File: config.mk
export PLATFORM = sky130hd
export DESIGN_NAME = i2c_step_1_top
export DESIGN_NICKNAME = d
export VERILOG_FILES = /design/src/rtl/i2c_step_1_top.sv
export SDC_FILE = /design/constraint.sdc
export NUM_CORES = 1
export LEC_CHECK = 0
export CAP_MARGIN = 20
export CORE_ASPECT_RATIO = 0.75
export CORE_MARGIN = 8
export CORE_UTILIZATION = 60
export CTS_BUF_LIST = sky130_fd_sc_hd__clkbuf_4
export DETAILED_ROUTE_END_ITERATION = 8
export PLACE_DENSITY = 0.84
export SLEW_MARGIN = 20
export SYNTH_ARGS = -nofsm -noshare
export SYNTH_HDL_FRONTEND = slang
export SYNTH_HIERARCHICAL = 1
export SYNTH_SLANG_ARGS = --single-unit
export TNS_END_PERCENT = 30
File: constraint.sdc
create_clock -name clk -period 5.78 [get_ports clk]
set_clock_uncertainty 0.2 [all_clocks]
set_input_delay 1.156 -clock clk [delete_from_list [all_inputs] [get_ports clk]]
set_output_delay 1.156 -clock clk [all_outputs]
set_load 0.03 [all_outputs]
File: src/rtl/i2c_step_1_top.sv
// One-shot I2C master write: START, ADDR+W, ACK slot, DATA, ACK slot, STOP, then DONE.
// A clock divider produces a registered i2c_clk level and a tick enable; nothing else is clocked off it.

module i2c_clk_divider #(
  parameter int HALF_DIV = 50
) (
  input  logic i_clk,
  input  logic i_rst_n,
  output logic o_i2c_clk,
  output logic o_wrap,
  output logic o_tick
);
  localparam int CW = (HALF_DIV > 1) ? $clog2(HALF_DIV) : 1;

  logic [CW-1:0] r_cnt;
  logic          r_i2c_clk;

  assign o_wrap    = (r_cnt == CW'(HALF_DIV - 1));
  assign o_tick    = o_wrap & ~r_i2c_clk;
  assign o_i2c_clk = r_i2c_clk;

  // half-period counter; i2c_clk toggles on each wrap
  always_ff @(posedge i_clk or negedge i_rst_n) begin
    if (!i_rst_n) begin
      r_cnt     <= {CW{1'b0}};
      r_i2c_clk <= 1'b0;
    end else if (o_wrap) begin
      r_cnt     <= {CW{1'b0}};
      r_i2c_clk <= ~r_i2c_clk;
    end else begin
      r_cnt     <= r_cnt + CW'(1);
    end
  end
endmodule

module i2c_step_1_top #(
  parameter int         HALF_DIV = 50,
  parameter logic [6:0] ADDR     = 7'h50,
  parameter logic [7:0] DATA     = 8'hAA
) (
  input  logic clk,
  input  logic rst,
  output logic i2c_clk,
  output logic scl,
  output logic sda,
  output logic busy,
  output logic done
);
  localparam logic [3:0] S_IDLE  = 4'd0;
  localparam logic [3:0] S_START = 4'd1;
  localparam logic [3:0] S_ADDR  = 4'd2;
  localparam logic [3:0] S_RW    = 4'd3;
  localparam logic [3:0] S_ACK1  = 4'd4;
  localparam logic [3:0] S_DATA  = 4'd5;
  localparam logic [3:0] S_ACK2  = 4'd6;
  localparam logic [3:0] S_STOP1 = 4'd7;
  localparam logic [3:0] S_STOP2 = 4'd8;
  localparam logic [3:0] S_DONE  = 4'd9;

  logic       w_i2c_clk;
  logic       w_wrap;
  logic       w_tick;
  logic [3:0] r_state;
  logic [2:0] r_bit;
  logic [3:0] w_state_nxt;
  logic [2:0] w_bit_nxt;
  logic       r_scl;
  logic       r_sda;
  logic       r_busy;
  logic       r_done;

  i2c_clk_divider #(.HALF_DIV(HALF_DIV)) u_div (
    .i_clk     (clk),
    .i_rst_n   (rst),
    .o_i2c_clk (w_i2c_clk),
    .o_wrap    (w_wrap),
    .o_tick    (w_tick)
  );

  function automatic logic f_sda(input logic [3:0] st, input logic [2:0] bidx);
    case (st)
      S_START, S_RW, S_STOP1, S_STOP2: f_sda = 1'b0;
      S_ADDR:                          f_sda = ADDR[bidx];
      S_DATA:                          f_sda = DATA[bidx];
      default:                         f_sda = 1'b1;
    endcase
  endfunction

  function automatic logic f_scl_en(input logic [3:0] st);
    case (st)
      S_ADDR, S_RW, S_ACK1, S_DATA, S_ACK2, S_STOP1: f_scl_en = 1'b1;
      default:                                       f_scl_en = 1'b0;
    endcase
  endfunction

  // bit sequencer; moves only on the tick that raises i2c_clk
  always_comb begin
    w_state_nxt = r_state;
    w_bit_nxt   = r_bit;
    if (w_tick) begin
      case (r_state)
        S_IDLE:  w_state_nxt = S_START;
        S_START: begin w_state_nxt = S_ADDR; w_bit_nxt = 3'd6; end
        S_ADDR:  begin
          if (r_bit == 3'd0) w_state_nxt = S_RW;
          else               w_bit_nxt   = r_bit - 3'd1;
        end
        S_RW:    w_state_nxt = S_ACK1;
        S_ACK1:  begin w_state_nxt = S_DATA; w_bit_nxt = 3'd7; end
        S_DATA:  begin
          if (r_bit == 3'd0) w_state_nxt = S_ACK2;
          else               w_bit_nxt   = r_bit - 3'd1;
        end
        S_ACK2:  w_state_nxt = S_STOP1;
        S_STOP1: w_state_nxt = S_STOP2;
        S_STOP2: w_state_nxt = S_DONE;
        S_DONE:  w_state_nxt = S_DONE;
        default: w_state_nxt = S_IDLE;
      endcase
    end else begin
      w_state_nxt = r_state;
    end
  end

  // state and line outputs update together with the i2c_clk toggle; scl = ~(new i2c_clk) = old i2c_clk
  always_ff @(posedge clk or negedge rst) begin
    if (!rst) begin
      r_state <= S_IDLE;
      r_bit   <= 3'd0;
      r_scl   <= 1'b1;
      r_sda   <= 1'b1;
      r_busy  <= 1'b0;
      r_done  <= 1'b0;
    end else if (w_wrap) begin
      r_state <= w_state_nxt;
      r_bit   <= w_bit_nxt;
      r_scl   <= f_scl_en(w_state_nxt) ? w_i2c_clk : 1'b1;
      r_sda   <= f_sda(w_state_nxt, w_bit_nxt);
      r_busy  <= (w_state_nxt >= S_START) && (w_state_nxt <= S_STOP2);
      r_done  <= (w_state_nxt == S_DONE);
    end else begin
      r_state <= r_state;
    end
  end

  assign i2c_clk = w_i2c_clk;
  assign scl     = r_scl;
  assign sda     = r_sda;
  assign busy    = r_busy;
  assign done    = r_done;
endmodule

Word-level counts from Yosys, hierarchy flattened
Memory sizes are Yosys's and may differ from the RTL's.
Cells that the tools add are included.

word-level totals
  memories kept = 2
  logic and storage cells = 57
  output and inout bits = 5
  ROM bits = 16
  bits in writable memories = 0
  bits in registers = 18
  latch bits = 0

cells by class
  bitwise operators = 2
  add/sub/neg operators = 2
  reductions and logical operators = 7
  $mul = 0
  multiplexer cells = 14
  shift operators = 0
  $lt $le $gt $ge = 3
  equal/unequal tests = 19
  divide/modulo/power cells = 0

memories
  name              words  bits a word  rd ports  clocked after memory_dff  write ports  RTL line  source
  (name not given)  8      1            1         0                         0            84        S_DATA: f_sda = DATA[bidx];
  (name not given)  8      1            1         0                         0            83        S_ADDR: f_sda = ADDR[bidx];

operator list
  kind                 number
  $pmux 4 s9           1
  $eq 4x3->1 const B   8
  $eq 4x2->1 const B   4
  $eq 4x4->1 const B   4
  $mux 4               3
  $pmux 3 s3           1
  $eq 4x1->1 const B   2
  $add 6x1->6 const B  1
  $eq 6x6->1 const B   1
  $mux 3               2
  $mux 6               1
  $reduce_or 6->1      1
  $mux 1               5
  $ge 4x1->1 const B   1
  $le 4x4->1 const B   1
  $logic_not 4->1      1
  $lt 3x4->1 const B   1
  $reduce_or 2->1      2
  $reduce_or 4->1      1
  $logic_not 3->1      1
  $pmux 1 s3           1
  $sub 3x1->3 const B  1
  $and 1x1->1          1
  $logic_and 1x1->1    1
  $not 1->1            1

Depth between registers and ports, before layout
Gate-level depths: netlist of run 1.

  depth in word-level cells = 9
  depth in mapped cells = 13

Cells and area by module
Netlist of run 1, hierarchy kept.

modules (own cells, without submodules)
  module           cells each  sequential area each (um^2)  times used  area an instance (um^2)
  i2c_step_1_top   94          277.8                        1           839.6
  i2c_clk_divider  28          175.2                        1           337.8

Worst setup path after synthesis of run 1
No wires, ideal clock.

  kind = flip-flop to flip-flop
  start = register u_div.r_cnt[0]
  end = register r_sda, in the netlist sda
  period minus slack after synthesis = 2,682 ps
  cell stages (with the launch flop) = 13
  slack = 3,098 ps
  required time = 5,497 ps
  path buffers = 2
  arrival = 2,398 ps
  setup time = 83 ps
  cell sequence = dfrtp_1 -> ha_1 -> nor3b_2 -> and3_1 -> buf_6 -> and2b_1 -> buf_2 -> and2b_1 -> a32oi_2 -> inv_1 -> o21ai_0 -> o211ai_1 -> o32a_1

between the ends
  cells in the longest elaborated chain, start to end = 6
  elaborated cells between the ends (all ways) = 16
  classes of those cells = eq/ne: 7; mux: 5; bitwise: 1; reduce/logical: 1; memory: 2

RTL lines
  what                                                  RTL line  source
  start, declared                                       15        logic [CW-1:0] r_cnt;
  start signal, assigned                                25        r_cnt <= {CW{1'b0}};
  start signal, assigned                                28        r_cnt <= {CW{1'b0}};
  start signal, assigned                                31        r_cnt <= r_cnt + CW'(1);
  $eq 6x6->1 (*)                                        18        assign o_wrap = (r_cnt == CW'(HALF_DIV - 1));
  net w_wrap                                            61        logic w_wrap;
  $and 1x1->1 (*)                                       19        assign o_tick = o_wrap & ~r_i2c_clk;
  net w_tick                                            62        logic w_tick;
  $mux 3 / $mux 4 (equally long branches)               100       if (w_tick) begin
  $mem_v2 8x1 (tied with other cells)                   n/a
  $mux 1 (not written as such) (tied with other cells)  84
  $pmux 1 s3 (*)                                        81        case (st)
  end signal, assigned                                  138       r_sda <= f_sda(w_state_nxt, w_bit_nxt);
  end, declared                                         68        logic r_sda;

The timed path passes the listed nets; every way through them passes the cells marked *. The select of a mux whose other input is x is not followed.
A chain may end at the register's enable or synchronous reset.

Worst setup path after layout of run 1
Ends and elaborated chain as after synthesis.

==> reports/metrics.sh, run 1 <==
PORT-BUFFER-COUNT=6
DIE-HEIGHT_UM=54.37
GRT_PASS1_WL_UM=3926
SYN-CELL-AREA_UM2=1177
CAP_VIOLATIONS=0
REG2REG_SETUP_SLACK_PS=2290
CP_DATA_ARRIVAL_TIME_PS=3520
FLOORPLAN.DIE_AREA_UM2=3651
MULTI_INPUT_COMB_AREA_UM2=639.4
REGISTER_AREA_UM2=452.9
HOLD-WORST-SLACK_PS=295.2
NETLIST_TOP_CELLS_AREA='sky130_fd_sc_hd__dfrtp_1 34%, sky130_fd_sc_hd__dfstp_2 4.5%, sky130_fd_sc_hd__a21oi_1 4.3%'
FINAL-MAX-SLEW-VIOLATION-COUNT=0
GRT_SETUP_UNREPAIRED='false'
POWER.STATIC_LEAKAGE_nW=0.5254
GP_CONGESTION=0.8914
SYN_NETS=128
HALF_PERIMETER_WIRE_LENGTH_OF_THE_DETAILED_PLACEMENT_RESULT_UM=1705
FILLER_CELL_COUNT=158
POSTSYNTHREGISTERBITS=18
CTS-ROOT-BUF='sky130_fd_sc_hd__clkbuf_4'
CRIT_REQUIRED_PS=5810
GRT_USAGE=0.1393
SYNTH.YOSYS.WARNINGS=6
SYNTHARSTFLOPSHARE=1.000
LAYOUT-DRIVE-GT1-SHARE=0.1545
CTS-ROOT-TO-SINK-BUFFERS=2
DIE_W_UM=67.15
CTS_TREE='built'
CP_CELL_SEQUENCE='ha_1, nor3b_2, and3_1, and2b_1, and2b_1, o21ai_2, o32ai_1, a2111oi_2, o32a_1'
REMAINING_GLOBAL_ROUTE_OVERFLOW=0
WORST-PATH-MAX-FANOUT=26
CLOCK_SINK_COUNT=18
CTS-BUFFERS-INSERTED=3
VIA_PER_INST=6.082
CRIT_PATH_END_KIND='register'
MIN_PERIOD_OVER_PERIOD=0.6039
DETAIL-ROUTE-ANTENNA-NETS=0
POSTSYNTHAREAPERCELL_UM2=9.651
STANDARD_CELL_CORE_AREA_UM2=1927
WORST_SKEW_PAIR.LATE_LATENCY_PS=290
COUNT_OF_INSERTED_ANTENNA_DIODE_CELLS=0
PATH_BUF_INV=0
CRITPATHSLOWESTCELL='sky130_fd_sc_hd__and3_1'
MAX_STAGE_DELAY_PS=780
FINAL_CELL_MIX='16 x sky130_fd_sc_hd__dfrtp_1, 13 x sky130_fd_sc_hd__nor2_1, 10 x sky130_fd_sc_hd__a21oi_1'
POST-ROUTE-DRC-COUNT=0
SYNTH_FLOP_TYPE='sky130_fd_sc_hd__dfrtp_1'
VIAS_POST_DR=894
HOLD_CLASS='reg -> reg'
TIMING.FINAL.HOLD_VIOLATIONS=0
POWER.DENSITY_CELL_AREA_nW_PER_UM2=153.9
WL_PER_CELL_UM=15.94
ROUTED_WL_UM=2343
MAX-SLEW-MARGIN-REL=0.3905
DRT_PRE_ANTENNA_ITERS=5
FMAX_GHz=0.2865
CTS-HOLD-FIX-BUFFERS=0
HTREE_LEVELS=1
CPMOSTUSEDCELL='sky130_fd_sc_hd__and2b_1'
MOST_COMMON_CELL_AFTER_LAYOUT_FILL_AND_TAPS_ASIDE='sky130_fd_sc_hd__dfrtp_1'
WORST_PATH_DOMINANT_CELL_FAMILY='simple AND/OR/NAND/NOR gates'
CRIT_PATH_START_KIND='register'
GRT_MAX_DEGREE=27
FIN_NETS=131
YOSYS.CELL_TYPES.COUNT=50
INITIAL_ANTENNA_VIOLATION_COUNT=0
SYNTH_EDF_COUNT=0
CTS_RESIZED=0
MAX-VDD-IR-DROP_uV=152.3
FLOORPLAN.ROWS=14
SYNTH_SEQUENTIAL_AREA_RATIO=0.3847
SYN_TO_FINAL_GROWTH_PCT=4.888
SYNTH_AREA_LEADER_CELL='sky130_fd_sc_hd__dfrtp_1'
CRIT_TYPE='reg -> reg'
INITIAL_UTILIZATION=0.6110
CLKTRANSATPATHREGS_PS=100
RUN_STATUS='finished clean'
SETUP-VIOLATIONS-FINAL=0
FIN_CRIT_PS=3490
TIGHTESTPINTRANSITION_PS=914.3
SYNTH.TOP_CELL.AREA_SHARE=0.3401
FIRST_ITER_VIOLATIONS=50
POST_CTS_SETUP_BUFFER_COUNT=0
FIRST_GLOBAL_VIAS=871
BOUNDARYPINS=7
SYN_INST=122
FINALSETUPTNS_PS=0
-- cells in the mapped netlist, types with 2 or more instances --
| cell | n |
|---|---|
| sky130_fd_sc_hd__a21oi_1 | 10 |
| sky130_fd_sc_hd__nand2_1 | 4 |
| sky130_fd_sc_hd__and2b_1 | 2 |
| sky130_fd_sc_hd__nor3b_2 | 2 |
| sky130_fd_sc_hd__nor3_1 | 2 |
| sky130_fd_sc_hd__a32o_1 | 2 |
| sky130_fd_sc_hd__and3_1 | 2 |
| sky130_fd_sc_hd__ha_1 | 4 |
| sky130_fd_sc_hd__buf_4 | 2 |
| sky130_fd_sc_hd__nand3_1 | 2 |
| sky130_fd_sc_hd__inv_1 | 8 |
| sky130_fd_sc_hd__nor2_1 | 13 |
| sky130_fd_sc_hd__o21ai_0 | 5 |
| sky130_fd_sc_hd__mux2i_1 | 2 |
| sky130_fd_sc_hd__xnor2_1 | 4 |
| sky130_fd_sc_hd__o32a_1 | 2 |
| sky130_fd_sc_hd__clkbuf_1 | 2 |
| sky130_fd_sc_hd__dfstp_2 | 2 |
| sky130_fd_sc_hd__buf_2 | 2 |
| sky130_fd_sc_hd__buf_6 | 2 |
| sky130_fd_sc_hd__dfrtp_1 | 16 |
| sky130_fd_sc_hd__o21ai_1 | 4 |
-- report_power, final --
part           internal [mW]  total [mW]  switching, mW
clock network         0.0243      0.0612         0.0369
logic               0.000592     0.00288        0.00229
registers              0.126       0.126              0
total                  0.151       0.190         0.0392
-- worst register-to-register path, stage by stage, from the launching register on --
cell	delay, ps
sky130_fd_sc_hd__dfrtp_1	450
sky130_fd_sc_hd__ha_1	180
sky130_fd_sc_hd__nor3b_2	170
sky130_fd_sc_hd__and3_1	780
sky130_fd_sc_hd__and2b_1	400
sky130_fd_sc_hd__and2b_1	280
sky130_fd_sc_hd__o21ai_2	130
sky130_fd_sc_hd__o32ai_1	420
sky130_fd_sc_hd__a2111oi_2	130
sky130_fd_sc_hd__o32a_1	300
-- worst paths after layout --
path / start / endpoint / depth (start not counted)
hold reg to reg: scl / scl / 2
min in group asynchronous: rst / r_bit[2] / 1
hold / removal: scl / scl / 2
max in group asynchronous: rst / r_state[2] / 1
setup reg to reg: u_div/r_cnt[0] / sda / 9
setup / recovery: u_div/r_cnt[0] / sda / 9
-- per-layer routing --
metal	track usage	routed length [µm]
met1	0.1820	1122
met2	0.2250	1104
met3	0.03681	98
met4	0.03806	19
met5	0	0
-- metrics by stage --
| stage | power (mW) | setup slack, ps | cell area (µm²) | instances | util |
|---|---|---|---|---|---|
| after floorplan | 0.1284 | 3098 | 1177 | 122 | - |
| final | 0.1900 | 2290 | 1235 | 147 | 0.6409 |
| after detailed placement | 0.1315 | 2357 | 1212 | 144 | 0.6292 |
| after global routing | 0.1968 | 2081 | 1235 | 147 | 0.6409 |
| after CTS | 0.1912 | 2323 | 1235 | 147 | 0.6409 |
| after global placement | 0.1313 | 2534 | 1212 | 144 | 0.6292 |
-- cell type report --
| class | count | share of cell area |
|---|---|---|
| flip-flops and latches | 18 | 0.3668 |
| multi-input cells | 88 | 0.5177 |
| well taps | 24 | 0.02432 |
| inverters | 8 | 0.02432 |
| clock buffers | 3 | 0.01824 |
| repair buffers | 6 | 0.04863 |
-- sequential cells by signal (all words and copies together) (netlist names) --
signal	flops
u_div/o_i2c_clk	1
busy	1
scl	1
sda	1
r_state	4
r_bit	3
done	1
u_div/r_cnt	6
-- logic make-up after synthesis --
group | Yosys count | synth area share
DFF | 18 | 0.3847
AOI/OAI and AO/OA | 38 | 0.2391
xor gates and xnor gates | 6 | 0.05101
and+or+nand+nor | 37 | 0.1839
muxes | 3 | 0.02657
buffers and inverters | 16 | 0.07226
adders and majority gates | 4 | 0.04251
Power figures use the tool's default switching activity.
==> run 2, diff against run 1 <==
==> constraint.sdc (replaced) <==
create_clock -name clk -period 3.45 [get_ports clk]
set_clock_uncertainty 0.2 [all_clocks]
set_input_delay 0.69 -clock clk [delete_from_list [all_inputs] [get_ports clk]]
set_output_delay 0.69 -clock clk [all_outputs]
set_load 0.03 [all_outputs]
==> run 2 against run 1 <==
Net effect: flip-flop and latch count is the same; via count grew 1.7%; power grew 68%; critical endpoint unchanged; largest power group unchanged; highest routed layer unchanged.
==> reports/metrics.sh, run 2 (synthesis gave the netlist of run 1 again) <==
LAYOUT-DRIVE-GT1-SHARE=0.1600
PLACED_CELL_COUNT=145
FIRST_GLOBAL_VIAS=836
MAX-VDD-IR-DROP_uV=225.6
WORSTHOLDSTART='scl'
FIN_CRIT_PS=2832
CLKTRANSATPATHREGS_PS=100
WL_PER_CELL_UM=14.95
DRT_PRE_ANTENNA_ITERS=4
STANDARD_CELL_CORE_AREA_UM2=1927
INITIAL_ANTENNA_VIOLATION_COUNT=0
DETAIL-ROUTE-ANTENNA-NETS=0
CLOCK_SINK_COUNT=18
FIRST_ITER_VIOLATIONS=34
TIMING.FINAL.WS_SETUP_PS=618.2
LARGEST_REG_FLOPS=6
CRIT_PATH_START_KIND='register'
PLACE_WORST_SETUP_SLACK_PS=673.2
R2R-START='u_div/r_cnt[0]'
HOLD_CLASS='reg -> reg'
HALF_PERIMETER_WIRE_LENGTH_OF_THE_DETAILED_PLACEMENT_RESULT_UM=1578
CRITICAL_PATH.STARTPOINT='u_div/r_cnt[0]'
FMAX_GHz=0.3531
FINAL_NON_FILLER_CELL_TOTAL=149
FLOORPLAN.DIE_AREA_UM2=3651
TIMING.FINAL.HOLD_VIOLATIONS=0
FINAL-MAX-SLEW-VIOLATION-COUNT=0
POST_CTS_SETUP_BUFFER_COUNT=0
FINALSETUPTNS_PS=0
GRT_PASS1_WL_UM=3691
HOLD-WORST-SLACK_PS=296.0
VIAS_POST_DR=909
CRIT_PATH_END_KIND='register'
SYN_TO_FINAL_GROWTH_PCT=5.845
MULTI_INPUT_COMB_AREA_UM2=639.4
DIE_W_UM=67.15
CTS-ROOT-TO-SINK-BUFFERS=2
FILLER_CELL_COUNT=158
FINAL_CELL_MIX='16 x sky130_fd_sc_hd__dfrtp_1, 13 x sky130_fd_sc_hd__nor2_1, 10 x sky130_fd_sc_hd__a21oi_1'
RUN_STATUS='finished clean'
GRT_MAX_DEGREE=26
CTS_TREE='built'
POST_LAYOUT_TOTAL_POWER_mW=0.3193
DIE-HEIGHT_UM=54.37
MIN_PERIOD_OVER_PERIOD=0.8208
CP_DATA_ARRIVAL_TIME_PS=2860
VIA_PER_INST=6.101
GRT_USAGE=0.1313
CAP_VIOLATIONS=0
BOUNDARYPINS=7
MAX-SLEW-MARGIN-REL=0.4755
PORT-BUFFER-COUNT=6
CTS-ROOT-BUF='sky130_fd_sc_hd__clkbuf_4'
WORST-PATH-MAX-FANOUT=10
INITIAL_UTILIZATION=0.6110
SETUP-VIOLATIONS-FINAL=0
FIN_NETS=132
CRIT_REQUIRED_PS=3470
ROUTED_WL_UM=2227
MAX_FLOP_REGISTER='u_div/r_cnt'
CTS-BUFFERS-INSERTED=3
CTS-HOLD-FIX-BUFFERS=0
CRIT_TYPE='reg -> reg'
REGISTER_AREA_UM2=452.9
GRT_SETUP_UNREPAIRED='false'
HTREE_LEVELS=1
POWER.STATIC_LEAKAGE_nW=0.5311
REG_TOP3='u_div/r_cnt x6, r_state x4, r_bit x3'
TIGHTESTPINTRANSITION_PS=784.4
GP_CONGESTION=0.8944
WORST_SKEW_PAIR.LATE_LATENCY_PS=290
POWER.DENSITY_CELL_AREA_nW_PER_UM2=256.2
FLOORPLAN.ROWS=14
COUNT_OF_INSERTED_ANTENNA_DIODE_CELLS=0
REMAINING_GLOBAL_ROUTE_OVERFLOW=0
POST-ROUTE-DRC-COUNT=0
CTS_RESIZED=0
MOST_COMMON_CELL_AFTER_LAYOUT_FILL_AND_TAPS_ASIDE='sky130_fd_sc_hd__dfrtp_1'
[run 2: layout make-up]
cell class / instances / share of cell area
sequential: 18 / 0.3635
multi-input combinational: 88 / 0.5131
clock inverter: 1 / 0.003012
inverter: 8 / 0.02410
tap: 24 / 0.02410
clock buffer: 3 / 0.01807
timing repair buffer: 7 / 0.05422
[run 2: critical path: stages, from the launching register on]
cell	delay, ps
sky130_fd_sc_hd__dfrtp_1	440
sky130_fd_sc_hd__ha_1	220
sky130_fd_sc_hd__nor3b_2	160
sky130_fd_sc_hd__and3_1	190
sky130_fd_sc_hd__and2b_1	250
sky130_fd_sc_hd__and2b_1	260
sky130_fd_sc_hd__a32oi_2	340
sky130_fd_sc_hd__inv_1	130
sky130_fd_sc_hd__o21ai_0	100
sky130_fd_sc_hd__o211ai_1	120
sky130_fd_sc_hd__o32a_1	360
[run 2: through the flow]
step             util  cell area (µm²)
6_report       0.6468             1246
2_1_floorplan       -             1177
5_1_grt        0.6468             1246
4_1_cts        0.6468             1246
3_5_place_dp   0.6331             1220
3_3_place_gp   0.6331             1220
[run 2: per-layer routing]
layer  vias to the layer above  wire [µm]  global-route usage
met3                         5        120             0.04090
met1                       436       1055              0.1610
li1                        445          -                   -
met2                        23       1021              0.2139
met4                         0         29             0.05190
met5                         -          0                   0
[run 2: path summary, 6_finish.rpt]
kind / to / slack (ps) / cells past startpoint
max: sda / 620 / 10
min: scl / 300 / 2
max reg2reg: sda / 620 / 10
min reg2reg: scl / 300 / 2
max in group asynchronous: r_state[0] / 1920 / 1
min in group asynchronous: busy / 650 / 1
[run 2: power breakdown]
group | switching (mW) | total, mW | internal [mW]
Sequential | 0 | 0.211 | 0.211
Combinational | 0.00385 | 0.00484 | 0.000992
Clock | 0.0614 | 0.103 | 0.0421
==> run 3, diff against run 2 <==
==> constraint.sdc (replaced) <==
create_clock -name clk -period 2.7 [get_ports clk]
set_clock_uncertainty 0.2 [all_clocks]
set_input_delay 0.54 -clock clk [delete_from_list [all_inputs] [get_ports clk]]
set_output_delay 0.54 -clock clk [all_outputs]
set_load 0.03 [all_outputs]
==> run 3 against run 2 <==
Net effect: critical path depth is the same; global-route usage rose by 2.3 points; sequential power increased by 28%; maximum frequency rose by 6.2%; worst setup slack lost 580 ps; critical endpoint unchanged; combinational power increased by 33%; utilization rose by 6.0 points; flip-flop and latch count is the same; sequential share of layout area down 3.1 points; clock power rose by 33%; via count is 5.5% higher.
==> reports/metrics.sh, run 3 (synthesis gave the netlist of run 1 again) <==
RUN_STATUS='finished clean'
FLOORPLAN.ROWS=14
REG_TOP3='u_div/r_cnt x6, r_state x4, r_bit x3'
COMB_POWER_SHARE=0.016
FLOORPLAN.DIE_AREA_UM2=3651
TIMING.FINAL.HOLD_VIOLATIONS=0
CLOCKPOWERSHARE=0.332
WORST_PATH_DOMINANT_CELL_FAMILY='compound AO/OA/AOI/OAI gates'
FINALSETUPTNS_PS=0
MOST_COMMON_CELL_AFTER_LAYOUT_FILL_AND_TAPS_ASIDE='sky130_fd_sc_hd__dfrtp_1'
LAYOUT-DRIVE-GT1-SHARE=0.2308
FIRST_ITER_VIOLATIONS=44
WORST-PATH-MAX-FANOUT=5
REG2REG_DEPTH=10
POST_LAYOUT_TOTAL_POWER_mW=0.4133
LARGEST_REG_FLOPS=6
TIGHTESTPINTRANSITION_PS=823.8
WORST_HOLD_PATH.NUM_CELLS=2
FIN_NETS=137
SWITCHING_SHARE=0.2146
CLKTRANSATPATHREGS_PS=100
CTS-BUFFERS-INSERTED=3
CTS-ROOT-BUF='sky130_fd_sc_hd__clkbuf_4'
CRIT_REQUIRED_PS=2720
DETAIL-ROUTE-ANTENNA-NETS=0
FIN_CRIT_PS=2667
PATH_BUF_INV=1
SEQ_POWER_SHARE=0.652
GRT_SETUP_UNREPAIRED='true'
CRIT_TYPE='reg -> reg'
GRT_MAX_DEGREE=26
FINAL_CELL_MIX='16 x sky130_fd_sc_hd__dfrtp_1, 13 x sky130_fd_sc_hd__nor2_1, 9 x sky130_fd_sc_hd__a21oi_1'
FILLER_CELL_COUNT=140
POWER.SWITCHING_mW=0.08868
WORST_SKEW_PAIR.LATE_LATENCY_PS=290
GP_CONGESTION=0.8921
CP_DATA_ARRIVAL_TIME_PS=2690
TIMING.FINAL.WS_SETUP_PS=33.42
CPMOSTUSEDCELL='sky130_fd_sc_hd__and2b_2'
INITIAL_UTILIZATION=0.6110
PLACED_CELL_COUNT=146
MAX_STAGE_DELAY_PS=400
FINAL-MAX-SLEW-VIOLATION-COUNT=0
GRT_PASS1_WL_UM=4340
HALF_PERIMETER_WIRE_LENGTH_OF_THE_DETAILED_PLACEMENT_RESULT_UM=1745
VIA_PER_INST=6.227
FIRST_GLOBAL_VIAS=953
PORT-BUFFER-COUNT=6
CRIT_PATH_START_KIND='register'
VIAS_POST_DR=959
DIE_W_UM=67.15
MIN_PERIOD_OVER_PERIOD=0.9876
CTS_TREE='built'
STANDARD_CELL_CORE_AREA_UM2=1927
POST-ROUTE-DRC-COUNT=0
BOUNDARYPINS=7
CTS-HOLD-FIX-BUFFERS=0
COUNT_OF_INSERTED_ANTENNA_DIODE_CELLS=0
MAX-SLEW-MARGIN-REL=0.4491
FMAX_GHz=0.3750
DIE-HEIGHT_UM=54.37
MAX_FLOP_REGISTER='u_div/r_cnt'
GRT_USAGE=0.1546
P_INT_mW=0.3246
POWER.DENSITY_CELL_AREA_nW_PER_UM2=303.6
PLACE_WORST_SETUP_SLACK_PS=-18.62
HOLD_CLASS='reg -> reg'
HTREE_LEVELS=1
CLOCK_SINK_COUNT=18
FINALINSTANCEAREA_UM2=1361
CRIT_PATH_END_KIND='register'
SETUP-VIOLATIONS-FINAL=0
TIMING.CRITICAL_PATH.DEPTH=10
CAP_VIOLATIONS=0
CP_CELL_SEQUENCE='inv_1, ha_1, nor3b_4, and3_4, and2b_2, and2b_2, o21ai_4, o32ai_2, a2111oi_4, o32a_1'
MAX-VDD-IR-DROP_uV=349.4
ROUTED_WL_UM=2740
FINAL_NON_FILLER_CELL_TOTAL=154
DRT_PRE_ANTENNA_ITERS=4
INITIAL_ANTENNA_VIOLATION_COUNT=0
PLACEDINSTANCEAREA_UM2=1227
SYN_TO_FINAL_GROWTH_PCT=15.62
CTS-ROOT-TO-SINK-BUFFERS=2
CRITPATHSLOWESTCELL='sky130_fd_sc_hd__dfrtp_1'
REMAINING_GLOBAL_ROUTE_OVERFLOW=0
WL_PER_CELL_UM=17.79
POWER.STATIC_LEAKAGE_nW=0.5650
==> run 3: worst reg2reg max path: cells and delay by family (launching register included) <==
kind            cells  cell delay [ps]
compound gates      4              980
fa+ha+maj           1              140
flops               1              400
simple gates        4              810
buf+inv             1               60
==> run 3: power groups by stage <==
| stage | logic, mW | registers, mW | clock network, mW |
|---|---|---|---|
| after detailed placement | 0.00667 | 0.275 | 0 |
| after floorplan | 0.000000291 | 0.275 | 0 |
| after CTS | 0.00659 | 0.270 | 0.139 |
| final | 0.00644 | 0.270 | 0.137 |
| after global routing | 0.00747 | 0.270 | 0.149 |
| after global placement | 0.00653 | 0.275 | 0 |
==> run 3: cell type report <==
| type | count | area (µm²) | share of cell area |
|---|---|---|---|
| clock inverters | 1 | 3.754 | 0.002757 |
| multi-input cells | 89 | 724.4 | 0.5322 |
| well taps | 24 | 30.03 | 0.02206 |
| clock buffers | 3 | 22.52 | 0.01654 |
| flip-flops and latches | 18 | 452.9 | 0.3327 |
| inverters | 8 | 30.03 | 0.02206 |
| repair buffers | 11 | 97.59 | 0.07169 |
==> run 3: per-stage QoR <==
| step | utilization | hold WS (ps) |
|---|---|---|
| 5_1_grt | 0.7065 | 349.8 |
| 6_report | 0.7065 | 340.5 |
| 3_3_place_gp | 0.6370 | 279.7 |
| 3_5_place_dp | 0.6370 | 311.2 |
| 2_1_floorplan | - | 44.41 |
| 4_1_cts | 0.6656 | 327.0 |
==> run 3: path summary, 6_finish.rpt <==
| path | from | to | slack (ps) |
|---|---|---|---|
| worst max-delay path | u_div/r_cnt[1] | sda | 30 |
| worst min-delay path | done | done | 340 |
| worst max register to register | u_div/r_cnt[1] | sda | 30 |
| worst min register to register | done | done | 340 |
| max in group asynchronous | rst | done | 1280 |
| min in group asynchronous | rst | busy | 510 |
==> run 3: timing repair <==
action,CTS,global route
pin swaps,1,3
gates resized for setup,3,9
setup buffers,2,1
endpoints found under the hold margin,0,0
gates cloned,0,1
setup endpoints to repair,1,2
==> run 3: per-layer routing <==
layer | global-route usage | share of wire | wire length [µm]
met1 | 0.1849 | 0.47 | 1284
met2 | 0.2742 | 0.49 | 1342
met3 | 0.04090 | 0.036 | 99
met4 | 0.03806 | 0.0047 | 13
met5 | 0 | 0 | 0
